## src/rtl/fetch_controller.sv

```systemverilog
// fetch_controller: sequential instruction fetcher feeding a valid/ready consumer.
// It issues one PC per cycle to a memory with one-cycle read latency. A single-entry
// skid buffer holds the word that arrives while the consumer is stalled.
//
// Handshake: the inst/inst_pc word transfers on any cycle where inst_valid && inst_ready
// are both high at the rising edge. While inst_valid is high and no transfer has occurred,
// inst and inst_pc hold steady. A redirect or a reset is the only event that withdraws a
// word that was offered but not accepted.
module fetch_controller #(
  parameter logic [31:0] RESET_PC  = 32'h0,
  parameter int unsigned PC_STEP   = 4,
  parameter int unsigned MEM_DEPTH = 1024
) (
  input  logic        clk,
  input  logic        reset,
  input  logic        start,
  input  logic        halt,
  input  logic        redirect_valid,
  input  logic [31:0] redirect_pc,
  output logic [31:0] imem_address,
  input  logic [31:0] imem_instruction,
  output logic        inst_valid,
  input  logic        inst_ready,
  output logic [31:0] inst,
  output logic [31:0] inst_pc,
  output logic        busy,
  output logic [31:0] fetch_count,
  output logic [1:0]  dbg_state_o
);

  // Keep every PC inside the address space and word-aligned.
  localparam logic [31:0] PC_MASK = 32'(MEM_DEPTH - 1) & ~32'd3;
  localparam logic [31:0] STEP    = 32'(PC_STEP);

  typedef enum logic [1:0] {
    S_IDLE   = 2'd0,
    S_RUN    = 2'd1,
    S_DRAIN  = 2'd2,
    S_HALTED = 2'd3
  } state_t;

  state_t      state_q, state_d;
  logic [31:0] pc_q, pc_d;
  logic        inflight_q, inflight_d;
  logic [31:0] inflight_pc_q, inflight_pc_d;
  logic        buf_valid_q, buf_valid_d;
  logic [31:0] buf_inst_q, buf_inst_d;
  logic [31:0] buf_pc_q, buf_pc_d;
  logic [31:0] count_q, count_d;
  logic        issue;
  logic        accept;

  assign dbg_state_o = state_q;
  assign fetch_count = count_q;

  // Output view: buffer first, then the word returning from memory. Reset and redirect
  // hide any word that is pending.
  always_comb begin
    imem_address = pc_q;
    inst_valid   = (buf_valid_q | inflight_q) & ~redirect_valid;
    busy         = (state_q == S_RUN) || (state_q == S_DRAIN);
    if (buf_valid_q) begin
      inst    = buf_inst_q;
      inst_pc = buf_pc_q;
    end else if (inflight_q) begin
      inst    = imem_instruction;
      inst_pc = inflight_pc_q;
    end else begin
      inst    = buf_inst_q;
      inst_pc = buf_pc_q;
    end
    if (reset) begin
      imem_address = RESET_PC;
      inst_valid   = 1'b0;
      busy         = 1'b0;
      inst         = 32'h0;
      inst_pc      = 32'h0;
    end
  end

  // Datapath next state: issue, skid capture/release, redirect flush, acceptance count.
  always_comb begin
    issue         = (state_q == S_RUN) && !halt && !redirect_valid && !buf_valid_q &&
                    (!inflight_q || inst_ready);
    accept        = inst_valid & inst_ready;
    pc_d          = pc_q;
    inflight_d    = 1'b0;
    inflight_pc_d = inflight_pc_q;
    buf_valid_d   = buf_valid_q;
    buf_inst_d    = buf_inst_q;
    buf_pc_d      = buf_pc_q;
    count_d       = count_q + 32'(accept);
    if (issue) begin
      inflight_d    = 1'b1;
      inflight_pc_d = pc_q;
      pc_d          = (pc_q + STEP) & PC_MASK;
    end
    if (buf_valid_q && inst_ready) begin
      buf_valid_d = 1'b0;
    end else if (inflight_q && !buf_valid_q && !inst_ready) begin
      buf_valid_d = 1'b1;
      buf_inst_d  = imem_instruction;
      buf_pc_d    = inflight_pc_q;
    end
    if (redirect_valid) begin
      pc_d        = redirect_pc & PC_MASK;
      inflight_d  = 1'b0;
      buf_valid_d = 1'b0;
    end
  end

  // Control FSM next state; DRAIN ends once nothing is left in flight or buffered.
  always_comb begin
    state_d = state_q;
    case (state_q)
      S_IDLE, S_HALTED: if (start && !halt) state_d = S_RUN;
      S_RUN:            if (halt) state_d = redirect_valid ? S_HALTED : S_DRAIN;
      S_DRAIN:          if (!inflight_d && !buf_valid_d) state_d = S_HALTED;
      default:          state_d = S_IDLE;
    endcase
  end

  // FSM state register.
  always_ff @(posedge clk) begin
    if (reset) state_q <= S_IDLE;
    else       state_q <= state_d;
  end

  // Datapath registers; reset discards anything in flight or buffered.
  always_ff @(posedge clk) begin
    if (reset) begin
      pc_q          <= RESET_PC;
      inflight_q    <= 1'b0;
      inflight_pc_q <= 32'h0;
      buf_valid_q   <= 1'b0;
      buf_inst_q    <= 32'h0;
      buf_pc_q      <= 32'h0;
      count_q       <= 32'h0;
    end else begin
      pc_q          <= pc_d;
      inflight_q    <= inflight_d;
      inflight_pc_q <= inflight_pc_d;
      buf_valid_q   <= buf_valid_d;
      buf_inst_q    <= buf_inst_d;
      buf_pc_q      <= buf_pc_d;
      count_q       <= count_d;
    end
  end

endmodule

```

## config.mk

```make
export PLATFORM = sky130hd
export DESIGN_NAME = fetch_controller
export DESIGN_NICKNAME = d
export VERILOG_FILES = /design/src/rtl/fetch_controller.sv
export SDC_FILE = /design/constraint.sdc
export NUM_CORES = 1
export LEC_CHECK = 0
export CAP_MARGIN = 0
export CORE_UTILIZATION = 47
export DETAILED_ROUTE_END_ITERATION = 10
export MAX_ROUTING_LAYER = met4
export PLACE_DENSITY = 0.87
export RECOVER_POWER = 25
export SYNTH_ARGS = -nofsm -noshare
export SYNTH_HDL_FRONTEND = slang
export SYNTH_SLANG_ARGS = --single-unit
```

## constraint.sdc

```tcl
create_clock -name clk -period 5.45 [get_ports clk]
set_input_delay 1.635 -clock clk [delete_from_list [all_inputs] [get_ports clk]]
set_output_delay 1.635 -clock clk [all_outputs]
set_load 0.01 [all_outputs]
```

==> flow_metrics.env, run 1 <==
export IMPL_cts_resized=0
export IMPL_synth_edf_count=0
export IMPL_io_pins=202
export IMPL_drive_gt1_share_pct=4.167
export IMPL_required_ns=3.82
export IMPL_cts_path_max_buffers=2
export IMPL_drc_errors=0
export IMPL_fin_worst_skew_ns=0.008920
export IMPL_ir_worst_vdd_mv=0.1203
export IMPL_area_growth_pct=28.79
export IMPL_post_route_min_period_ns=4.711
export IMPL_drt_first_iter_violations=181
export IMPL_crit_chain="dlygate4sd3_1 > o21bai_1 > nor2_1 > clkdlybuf4s50_1"
export IMPL_min_path_type="flop to flop"
export IMPL_setup_viol=0
export IMPL_seq_area_um2=1842
export IMPL_clk_insertion_delay_late_ns=0.36
export IMPL_tns_ns=0
export IMPL_slew_headroom_pct=-16.77
export IMPL_drv_cap=1
export IMPL_cts_root_buffer="clkbuf_8"
export IMPL_cp_start_kind="primary input"
export IMPL_synthArstFlopShare_pct=0
export IMPL_overflow=0
export IMPL_synth_distinct_cells=42
export IMPL_yosys_top_cells_count="190 x nand2_1, 108 x a21oi_1, 92 x dfxtp_1, 48 x buf_4, 37 x clkbuf_1"
export IMPL_wl_per_cell_um=13.23
export IMPL_dr_pass1_iters=4
export IMPL_grt_pass1_vias=4140
export IMPL_grt_max_degree=64
export IMPL_synth_top_cell_area_share_pct=38.42
export IMPL_critPathKind="primary input to primary output"
export IMPL_timing_fmax_mhz=212.3
export IMPL_initial_core_util_pct=48.81
export IMPL_die_h_um=103.0
export IMPL_worst_ep_arrival_time_ns=3.08
export IMPL_rows=36
export IMPL_status="complete, but fails checks"
export IMPL_final_util_pct=62.87
export IMPL_endpoint_kind="primary output"
export IMPL_routed_via_count=4668
export IMPL_routabilityCongestion=0.8585
export IMPL_portBuffers=129
export IMPL_antenna_found_initial=1
export IMPL_synth_area_top_cells="dfxtp_1 38%, nand2_1 15%, a21oi_1 11%"
export IMPL_postSynthAreaPerCell_um2=7.241
export IMPL_dieArea_um2=10610
export IMPL_maxUsedRoutingLayer="met4"
export IMPL_cp_slowest_cell="clkdlybuf4s50_1"
export IMPL_core_area_um2=9819
export IMPL_grt_pass1_wl_mm=18.60
export IMPL_clk_pin_slew_ns=0.09
export IMPL_yosys_area_top_type="dfxtp_1"
export IMPL_dp_cells=885
export IMPL_synth_most_common_cell="nand2_1"
export IMPL_critPathMaxFanout=3
export IMPL_period_share_pct=86.43
export IMPL_cellLeakagePower_nw=2.055
export IMPL_post_dp_hpwl_mm=8.148
export IMPL_ys_ff_latch=92
export IMPL_routed_wl_met2_mm=6.315
export IMPL_cts_hold_buf=0
export IMPL_pwr_density_cell_nw_per_um2=234.2
export IMPL_synth_warnings=0
export IMPL_tightestPinTransition_ns=1.752
export IMPL_cts_tree="done"
export IMPL_slew_violations=41
export IMPL_seq_area_frac_synth_pct=38.42
export IMPL_multi_input_area_um2=2544
export IMPL_violations="capacitance limit, slew limit"
export IMPL_drt_wl_total_mm=11.93
export IMPL_cts_sinks=92
export IMPL_drt_met1_wl_mm=4.987
export IMPL_instances_no_fill=902
export IMPL_rsz0062_at_grt="false"
export IMPL_netlist_instances=662
export IMPL_grtUsageTotal_pct=22.85
export IMPL_synth_area_um2=4793
export IMPL_die_width_um=103.0
export IMPL_nets=838
export IMPL_met3_length_um=426
export IMPL_drt_vias_per_instance=5.175
export IMPL_fill_cells=891
export IMPL_max_stage_delay_ns=0.57
export IMPL_hold_viol=0
export IMPL_ant_nets=0
export IMPL_cts_setup_buffers=0
export IMPL_cts_buffers=9
export IMPL_cts_htree_levels=3
export IMPL_synth_main_ff_cell="dfxtp_1"
## critical path: cells and delay by family
| kind | cells | cell delay [ns] |
|---|---|---|
| AO/OA/AOI/OAI | 1 | 0.19 |
| buffers and inverters | 2 | 1.12 |
| AND/OR/NAND/NOR | 1 | 0.12 |
## power breakdown
part           leakage (nW)  internal, mW  switching [mW]  total, mW
clock network         0.111         0.260           0.243      0.503
logic                  1.20         0.109           0.129      0.238
registers             0.743         0.689          0.0156      0.704
total                  2.06          1.06           0.388       1.45
## cell families (layout without fill, tap and decap cells)
| logic type | count (synthesis) | in the layout | share of synthesized area [%] |
|---|---|---|---|
| buf+inv | 104 | 163 | 12.24 |
| xor+xnor | 10 | 10 | 1.827 |
| compound gates | 145 | 145 | 16.65 |
| mux | 6 | 6 | 1.409 |
| other cells | 1 | 49 | 0.07823 |
| simple gates | 299 | 299 | 28.06 |
| fa+ha+maj | 5 | 5 | 1.305 |
| flops | 92 | 92 | 38.42 |
## final cells by class
cell class | instances | share of cell area [%]
clock inverters | 6 | 1.419
multi-input cells | 513 | 41.20
repair buffers | 136 | 22.07
inverters | 11 | 0.6688
well taps | 133 | 2.696
diodes | 1 | 0.04054
flip-flops and latches | 92 | 29.83
clock buffers | 10 | 2.067
## metal layers
metal  vias up  GRT usage [%]
met4         0          9.751
met2       114          39.38
met3        16          3.864
li1       2325              -
met1      2213          26.13
met5         -              -
## stage by stage
stage	setup WS, ns	total power, mW	instance area, µm²	hold slack (ns)
3_5_place_dp	0.8600	0.9577	5959	0.4467
4_1_cts	0.8541	1.458	6175	0.4594
6_report	0.7395	1.446	6173	0.4573
5_1_grt	0.6858	1.521	6173	0.4824
3_3_place_gp	0.8682	0.9482	5959	0.4419
2_1_floorplan	1.226	0.8799	4970	0.4366
## sequential cells by signal (all words and copies together), names as in the netlist
register	flops
buf_inst_q	32
fetch_count	32
buf_pc_q	8
inflight_pc_q	8
pc_q	8
dbg_state_o	2
buf_valid_q	1
inflight_q	1
## layout by cell type, fill, tap and decap left out, types with 6 or more instances in the layout
| cell | synthesis | layout |
|---|---|---|
| a21oi_1 | 108 | 108 |
| nand4_1 | 6 | 6 |
| and3_1 | 7 | 7 |
| clkbuf_8 | 0 | 9 |
| or4_1 | 11 | 11 |
| nand3_1 | 13 | 13 |
| mux2_2 | 6 | 6 |
| clkdlybuf4s50_1 | 0 | 126 |
| dfxtp_1 | 92 | 92 |
| nor2_1 | 24 | 23 |
| o31ai_1 | 11 | 11 |
| conb_1 | 1 | 48 |
| nor3_1 | 6 | 6 |
| nor4_1 | 6 | 6 |
| nor2b_1 | 15 | 15 |
| o21ai_0 | 10 | 10 |
| inv_1 | 11 | 11 |
| or3_1 | 7 | 7 |
| nand2_1 | 190 | 190 |
## final timing paths
path | end | startpoint | slack (ns) | depth (start not counted)
setup / recovery | inst_valid | redirect_valid | 0.74 | 4
hold / removal | buf_inst_q[25] | buf_inst_q[25] | 0.46 | 2
setup reg to reg | fetch_count[31] | buf_valid_q | 2.67 | 8
hold reg to reg | buf_inst_q[25] | buf_inst_q[25] | 0.46 | 2
Power figures use the tool's default switching activity.
==> run 2: changes to the inputs <==
--- a/config.mk
+++ b/config.mk
@@ -11,6 +11,7 @@
 export MAX_ROUTING_LAYER = met4
 export PLACE_DENSITY = 0.87
 export RECOVER_POWER = 25
+export REMOVE_ABC_BUFFERS = 1
 export SYNTH_ARGS = -nofsm -noshare
 export SYNTH_HDL_FRONTEND = slang
 export SYNTH_SLANG_ARGS = --single-unit
==> flow_metrics.env, run 2 (synthesis results as in run 1) <==
export IMPL_required_ns=3.82
export IMPL_drive_gt1_share_pct=4.669
export IMPL_portBuffers=129
export IMPL_status="complete, but fails checks"
export IMPL_overflow=0
export IMPL_period_share_pct=86.66
export IMPL_endpoint_kind="primary output"
export IMPL_place_ws_ns=0.8742
export IMPL_routed_via_count=4646
export IMPL_clk_insertion_delay_late_ns=0.35
export IMPL_placed_area_um2=5982
export IMPL_grtUsageTotal_pct=22.14
export IMPL_core_area_um2=9819
export IMPL_critPathMaxFanout=3
export IMPL_drt_first_iter_violations=203
export IMPL_cts_buffers=9
export IMPL_post_dp_hpwl_mm=7.964
export IMPL_power_mw=1.506
export IMPL_cts_htree_levels=3
export IMPL_io_pins=202
export IMPL_initial_core_util_pct=48.81
export IMPL_tightestPinTransition_ns=1.713
export IMPL_cp_start_kind="primary input"
export IMPL_hold_viol=0
export IMPL_critPathKind="primary input to primary output"
export IMPL_pwr_density_cell_nw_per_um2=241.7
export IMPL_post_route_min_period_ns=4.723
export IMPL_fin_worst_skew_ns=0.01557
export IMPL_die_width_um=103.0
export IMPL_nets=841
export IMPL_ir_worst_vdd_mv=0.1917
export IMPL_min_path_type="flop to flop"
export IMPL_worst_slack_ns=0.7271
export IMPL_rows=36
export IMPL_diodes=0
export IMPL_tns_ns=0
export IMPL_drt_vias_per_instance=5.139
export IMPL_cts_setup_buffers=0
export IMPL_cts_resized=0
export IMPL_slew_headroom_pct=-14.23
export IMPL_grt_pass1_wl_mm=18.37
export IMPL_final_util_pct=63.47
export IMPL_layout_commonest_cell="nand2_1"
export IMPL_area_growth_pct=30.02
export IMPL_cellLeakagePower_nw=2.086
export IMPL_wl_per_cell_um=12.69
export IMPL_layout_common_cells="190 x nand2_1, 126 x clkdlybuf4s50_1, 108 x a21oi_1, 92 x dfxtp_1, 48 x conb_1"
export IMPL_worst_ep_arrival_time_ns=3.09
export IMPL_die_h_um=103.0
export IMPL_ant_nets=0
export IMPL_stdcell_area_um2=6232
export IMPL_grt_pass1_vias=4192
export IMPL_setup_viol=0
export IMPL_dp_cells=888
export IMPL_fill_cells=884
export IMPL_instances_no_fill=904
export IMPL_dieArea_um2=10610
export IMPL_cts_hold_buf=0
export IMPL_cts_tree="done"
export IMPL_cts_path_max_buffers=2
export IMPL_dr_pass1_iters=4
export IMPL_multi_input_area_um2=2544
export IMPL_routabilityCongestion=0.8757
export IMPL_reg2reg_slack_ns=2.80
export IMPL_clk_pin_slew_ns=0.08
export IMPL_antenna_found_initial=0
export IMPL_cts_root_buffer="clkbuf_8"
export IMPL_violations="capacitance limit, slew limit"
export IMPL_timing_hold_ws_ns=0.4595
export IMPL_drv_cap=1
export IMPL_timing_fmax_mhz=211.7
export IMPL_cts_sinks=92
export IMPL_rsz0062_at_grt="false"
export IMPL_seq_area_um2=1842
export IMPL_slew_violations=41
export IMPL_drc_errors=0
export IMPL_grt_max_degree=42
export IMPL_drt_wl_total_mm=11.47
-- run 2: worst paths after layout --
path                 end           start  cells after the start
max           inst_valid  redirect_valid                      4
min          buf_pc_q[8]     buf_pc_q[8]                      2
max reg2reg  buf_pc_q[2]     buf_valid_q                      6
min reg2reg  buf_pc_q[8]     buf_pc_q[8]                      2
-- run 2: cell type report --
cell class / instances / area share [%]
well taps: 133 / 2.670
repair buffers: 139 / 22.22
clock inverters: 6 / 1.867
flip-flops and latches: 92 / 29.55
inverters: 11 / 0.6625
multi-input cells: 513 / 40.82
clock buffers: 10 / 2.208
-- run 2: routing by layer --
layer / wire [µm] / global-route usage (%) / vias to the layer above / share of wire, %
li1: - / - / 2333 / -
met1: 5050 / 25.51 / 2177 / 44
met2: 5855 / 40.00 / 132 / 51
met3: 505 / 2.576 / 4 / 4.4
met4: 59 / 6.934 / 0 / 0.51
met5: 0 / - / - / 0
-- run 2: power by group --
part	total, mW	internal (mW)	switching, mW
logic	0.237	0.109	0.128
registers	0.705	0.689	0.0159
clock network	0.565	0.322	0.242
total	1.51	1.12	0.386
-- run 2: critical path: stages --
cell             delay, ns
dlygate4sd3_1         0.55
o21bai_1              0.19
nor2_1                0.15
clkdlybuf4s50_1       0.56
